### src/rtl/regfile_pkg.sv
// regfile_pkg: shared state type, default sizes and address-width helper
// for the multi-port register file.
package regfile_pkg;

    typedef enum logic {RF_INIT, RF_READY} rf_state_e;

    localparam int XLEN_DEF  = 32;
    localparam int NREGS_DEF = 32;

    function automatic int rf_aw(input int n);
        return $clog2(n);
    endfunction

endpackage

### src/rtl/rf_read_port.sv
// rf_read_port: one combinational read port with write bypass,
// zero-register masking and masking while the clear sequence runs.
module rf_read_port
    import regfile_pkg::*;
#(
    parameter int XLEN     = XLEN_DEF,
    parameter int AW       = 5,
    parameter int NWR      = 1,
    parameter int ZERO_REG = 1,
    parameter int BYPASS   = 1
) (
    input  logic [AW-1:0]       addr,
    input  logic [XLEN-1:0]     arr_data,
    input  logic [NWR-1:0]      wr_en,
    input  logic [NWR*AW-1:0]   wr_addr,
    input  logic [NWR*XLEN-1:0] wr_data,
    input  logic                busy,
    output logic [XLEN-1:0]     data
);

    // Ascending loop: the highest matching write port overrides lower ones.
    always_comb begin
        data = arr_data;
        for (int j = 0; j < NWR; j++)
            if (BYPASS != 0 && wr_en[j] && wr_addr[j*AW +: AW] == addr)
                data = wr_data[j*XLEN +: XLEN];
        if (busy || (ZERO_REG != 0 && addr == '0))
            data = '0;
    end

endmodule

### src/rtl/regfile_mp.sv
// regfile_mp: multi-port integer register file with prioritised writes,
// optional bypass and a post-reset clear sequencer that stalls the pipeline.
module regfile_mp
    import regfile_pkg::*;
#(
    parameter int XLEN     = XLEN_DEF,
    parameter int NREGS    = NREGS_DEF,
    parameter int NRD      = 2,
    parameter int NWR      = 1,
    parameter int ZERO_REG = 1,
    parameter int BYPASS   = 1,
    localparam int AW      = rf_aw(NREGS)
) (
    input  logic                clk,
    input  logic                rst_n,
    input  logic [NRD*AW-1:0]   rd_addr_i,
    output logic [NRD*XLEN-1:0] rd_data_o,
    input  logic [NWR-1:0]      wr_en_i,
    input  logic [NWR*AW-1:0]   wr_addr_i,
    input  logic [NWR*XLEN-1:0] wr_data_i,
    output logic                init_busy_o
);

    localparam logic [AW:0] LAST = (AW+1)'(NREGS - 1);

    rf_state_e       state, state_nx;
    logic [AW:0]     cnt;
    logic [XLEN-1:0] mem [NREGS];

    always_ff @(posedge clk or negedge rst_n) begin
        if (!rst_n) begin
            state <= RF_INIT;
            cnt   <= '0;
        end else begin
            state <= state_nx;
            if (state == RF_INIT)
                cnt <= cnt + (AW+1)'(1);
        end
    end

    always_comb begin
        state_nx = state;
        if (state == RF_INIT && cnt == LAST)
            state_nx = RF_READY;
    end

    assign init_busy_o = (state == RF_INIT);

    // Array has no reset: the clear sequencer zeroes it, and reads are masked meanwhile.
    always_ff @(posedge clk) begin
        if (init_busy_o)
            mem[cnt[AW-1:0]] <= '0;
        else
            for (int j = 0; j < NWR; j++)
                if (wr_en_i[j] && !(ZERO_REG != 0 && wr_addr_i[j*AW +: AW] == '0))
                    mem[wr_addr_i[j*AW +: AW]] <= wr_data_i[j*XLEN +: XLEN];
    end

    for (genvar k = 0; k < NRD; k++) begin : g_rd
        rf_read_port #(
            .XLEN    (XLEN),
            .AW      (AW),
            .NWR     (NWR),
            .ZERO_REG(ZERO_REG),
            .BYPASS  (BYPASS)
        ) u_rd (
            .addr    (rd_addr_i[k*AW +: AW]),
            .arr_data(mem[rd_addr_i[k*AW +: AW]]),
            .wr_en   (wr_en_i),
            .wr_addr (wr_addr_i),
            .wr_data (wr_data_i),
            .busy    (init_busy_o),
            .data    (rd_data_o[k*XLEN +: XLEN])
        );
    end

endmodule
### config.mk
export PLATFORM = sky130hd
export DESIGN_NAME = regfile_mp
export DESIGN_NICKNAME = d
export VERILOG_FILES = /design/src/rtl/regfile_pkg.sv /design/src/rtl/rf_read_port.sv /design/src/rtl/regfile_mp.sv
export SDC_FILE = /design/constraint.sdc
export NUM_CORES = 1
export LEC_CHECK = 0
export BUFFER_PORTS_ARGS = -buffer_cell sky130_fd_sc_hd__buf_2
export CAP_MARGIN = 5
export CORE_MARGIN = 5
export CORE_UTILIZATION = 60
export DETAILED_ROUTE_END_ITERATION = 7
export PLACE_DENSITY = 0.73
export SYNTH_ARGS = -nofsm -noshare
export SYNTH_HDL_FRONTEND = slang
export SYNTH_SLANG_ARGS = --single-unit
### constraint.sdc
create_clock -name clk -period 5.84 [get_ports clk]
set_input_delay 1.168 -clock clk [delete_from_list [all_inputs] [get_ports clk]]
set_output_delay 1.168 -clock clk [all_outputs]
set_load 0.02 [all_outputs]
After elaboration in Yosys (flattened, before gate mapping) --
Memories as Yosys holds them, arrays and structs flattened. Index checks and enable logic that the tools add are counted. Widths: inputs -> output; s select.
Storage, ports and cells: output and inout port bits 65, memory bits (writable) 1024, bits in registers 7, memories kept 1
Memories:
- mem | depth 32, bits a word 32, read ports 2, clocked after Yosys merged registers in 0, write ports 1, line regfile_mp.sv:28 | logic [XLEN-1:0] mem [NREGS];
Operators by class: bitwise logic cells 1, muxes and demuxes 11, $add $sub $neg 1, equal/unequal tests 3, reduce and logical (&&, ||, !) cells 11
Operators with widths (count):
- $mux 32 | 5
- $reduce_or 32->1 | 1
- $logic_not 5->1 | 3
- $eq 5x5->1 | 2
- $add 6x1->6 const B | 1
- $eq 6x5->1 const B | 1
- $mux 1 | 5
- $mux 5 | 1
- $logic_and 1x1->1 | 4
- $logic_or 1x1->1 | 2
- $logic_not 1->1 | 1
- $not 1->1 | 1

Depth between registers and ports, before layout --
depth after elaboration 8, mapped depth 10

Hierarchy --
From an unflattened synthesis, not the netlist that was laid out.
Unflattened totals: cell total of the unflattened synthesis 3723, area, all modules 50769.9 µm²
By module, submodules not included:
- regfile_mp | cells an instance 3477, times used 1, area an instance 49478.7 µm², seq. area each 30924.7 µm²
- rf_read_port | cells an instance 123, times used 2, area an instance 645.6 µm², seq. area each 0.0 µm²

Worst setup path after synthesis --
No wires, ideal clock.
kind input to output, start point input rd_addr_i[1], end point output rd_data_o[30], setup slack 1.366 ns, data required time 4.672 ns, stages on the path 8, arrival 3.306 ns, cell sequence buf_2 -> buf_4 -> nor2b_1 -> buf_2 -> a221oi_1 -> o21a_1 -> nor4b_1 -> a2111oi_0
On the way: word-level cells in the longest chain between the ends 4
Ends and longest elaborated chain:
- start, declared | line regfile_mp.sv:16 | input logic [NRD*AW-1:0] rd_addr_i,
- branches (longest 3 deep; another with $mem_v2 32x32)
- $mux 32 * | line rf_read_port.sv:27 | if (busy || (ZERO_REG != 0 && addr == '0))
- end, declared | line regfile_mp.sv:17 | output logic [NRD*XLEN-1:0] rd_data_o,
Mark *: on every way between the ends.

Worst setup path after layout --
start point input rd_addr_i[6], end point output rd_data_o[58]
Same word-level chain as after synthesis.

==> impl_metrics.json <==
{
  "place_hpwl_mm": 89.8,
  "setup_viol": 0,
  "seq_area_um2": 30900,
  "fin_tns_setup_ns": 0,
  "ir_worst_vdd_uv": 256,
  "grt_overflow": 0,
  "synth_top_area_cell": "edfxtp_1",
  "clk_path_buf_depth": 3,
  "postSynthCellCount": 2674,
  "period_needed_ns": 5.03,
  "via_per_inst": 7.80,
  "fin_cells": 3936,
  "routed-via-count": 30686,
  "period_share_pct": 86.2,
  "die_y_um": 294,
  "root_buffer": "clkbuf_16",
  "syn_area_um2": 48500,
  "power.internal_w": 0.0128,
  "crit_fanout": 52,
  "status": "complete, no violations",
  "tritoncts": "built",
  "drv_slew": 0,
  "clock_power_share_pct": 42.1,
  "synth_edf_count": 1024,
  "grt_antenna_before_repair": 1,
  "r2r_cells": 5,
  "critPathLaunchType": "input port",
  "fp.coreArea_um2": 80400,
  "maxCapViolCount": 0,
  "die_x_um": 294,
  "fp-row-count": 104,
  "crit_arrival_ns": 3.87,
  "path_clk_slew_ns": 0.06,
  "async_flop_share_pct": 0.679,
  "crit_required_ns": 4.67,
  "p_seq_share_pct": 49.3,
  "die_area_um2": 86700,
  "ys_types": 56,
  "max_freq_ghz": 0.199,
  "cts.sinks": 1031,
  "gp_congestion": 0.900,
  "fill_cells": 5094,
  "skew_ns": 0.0137,
  "yosys_warnings": 0,
  "end_kind": "primary output",
  "combPwrFrac_pct": 8.5,
  "grt_setup_unrepaired": "no",
  "clkLatencyLatePin_ns": 0.66,
  "synthFlopType": "edfxtp_1",
  "hold-worst-slack_ns": 0.330,
  "relSlewSlack_pct": 26.6,
  "drive_above_1_share_pct": 29.5,
  "yosysMostFrequentCell": "edfxtp_1",
  "synth_nets": 2725,
  "drt_first_iter_violations": 4544,
  "cts_buffers": 103,
  "dp.cells": 3742,
  "dr.pass1.iters": 8,
  "path_class": "in -> out",
  "holdBufCountCts": 0,
  "sw_frac_of_total_pct": 22.8,
  "initial_utilization_pct": 60.3,
  "grt.total_usage_pct": 35.1,
  "yosysSeqAreaShare_pct": 63.7,
  "cts_setup_buffers": 0,
  "hp-class": "in -> async",
  "area_delta_synth_final_pct": 12.6,
  "worstMarginPinSlew_ns": 1.10,
  "post-place-ws_ns": 0.839,
  "switching_power_w": 0.00378,
  "grt_pass1_wl_mm": 219,
  "yosysTopAreaCellShare_pct": 63.4,
  "nets": 2838,
  "drt_wl_total_mm": 152,
  "ant_nets": 0,
  "synth-seq-cells": 1031,
  "port_buffers": 114,
  "avgSynthCellArea_um2": 18.1,
  "p_per_area_nw_per_um2": 303,
  "grt_max_degree": 74,
  "htreeDepth": 3,
  "fin_util_pct": 68.0,
  "finalWorstSetupSlack_ns": 0.807,
  "avgRoutedWirePerCell_um": 38.7,
  "ctsResizeCount": 0,
  "ios": 115,
  "drc": 0,
  "multiInputGateArea_um2": 16800,
  "power.leakage_nw": 19.2,
  "synthTopCellsByArea": "edfxtp_1, mux4_2, mux2i_1",
  "first_global_vias": 31109,
  "synthTopCellsByCount": "edfxtp_1, mux4_2, mux2i_1, buf_2, a21oi_1",
  "hold_viol": 0
}
-- per-layer routing --
layer,vias to the layer above,global-route usage [%],routed length (µm)
met5,-,0.222,0
met2,2672,53.4,70300
met1,15719,47.8,50800
met4,0,18.0,9620
met3,560,8.94,21700
li1,11735,-,-
-- critical path, stage by stage --
cell,delay (ns)
clkbuf_8,0.31
buf_12,0.41
mux4_2,0.56
a22o_1,0.26
a2111oi_0,0.48
a21oi_1,0.23
a22o_1,0.26
buf_2,0.16
-- final timing paths --
check / start / endpoint / slack [ns]
hold reg to reg: cnt[5]$_DFFE_PN0N_ / cnt[5]$_DFFE_PN0N_ / 0.47
setup / recovery: rd_addr_i[6] / rd_data_o[58] / 0.81
hold / removal: rst_n / cnt[4]$_DFFE_PN0N_ / 0.33
max in group asynchronous: rst_n / cnt[0]$_DFFE_PN0N_ / 5.35
min in group clk: cnt[5]$_DFFE_PN0N_ / cnt[5]$_DFFE_PN0N_ / 0.47
setup reg to reg: state$_DFFE_PN0P_ / mem[0][9]$_DFFE_PP_ / 2.05
-- registers in the layout, summed over array words and instances (netlist names) --
register  cells
cnt           6
mem        1024
state         1
-- placed cells by master (no fill, tap or decap), types with 38 or more instances in the layout --
| cell | n |
|---|---|
| a22oi_1 | 66 |
| buf_4 | 88 |
| a221oi_1 | 63 |
| a21oi_1 | 92 |
| nor2_1 | 41 |
| edfxtp_1 | 1024 |
| clkbuf_16 | 108 |
| a22o_1 | 62 |
| buf_12 | 40 |
| nand3_1 | 38 |
| mux2i_1 | 254 |
| mux4_2 | 386 |
| nand2_1 | 52 |
| buf_2 | 106 |
-- final cells by class --
cell class,count,share of cell area (%)
flip-flops and latches,1031,56.6
multi-input cells,1406,30.7
clock buffers,124,5.05
repair buffers,239,3.77
well taps,1060,2.43
clock inverters,68,1.47
inverters,6,0.0412
diodes,2,0.00916
-- cells by family after synthesis --
kind of cell             after synthesis  share of synthesized area [%]
AND/OR/NAND/NOR                      259                           2.62
AO/OA/AOI/OAI                        488                           7.68
flip-flops                          1031                           63.7
adder cells (fa/ha/maj)                1                         0.0258
buffers and inverters                237                           2.46
multiplexers                         643                           23.2
XOR/XNOR                              15                          0.271
-- power by group through the flow --
stage                     logic, W  registers [W]  clock network (W)
after floorplan           0.000878        0.00832                  0
after detailed placement   0.00138        0.00832                  0
final                      0.00142        0.00817            0.00698
after global placement     0.00136        0.00832                  0
after CTS                  0.00139        0.00817            0.00700
after global routing       0.00146        0.00816            0.00732
-- stage by stage --
step | instance area, µm² | total power [W]
3_5_place_dp | 51100 | 0.00971
3_3_place_gp | 51100 | 0.00968
6_report | 54700 | 0.0166
2_1_floorplan | 48500 | 0.00920
4_1_cts | 54700 | 0.0166
5_1_grt | 54700 | 0.0169
Power figures use the tool's default switching activity.
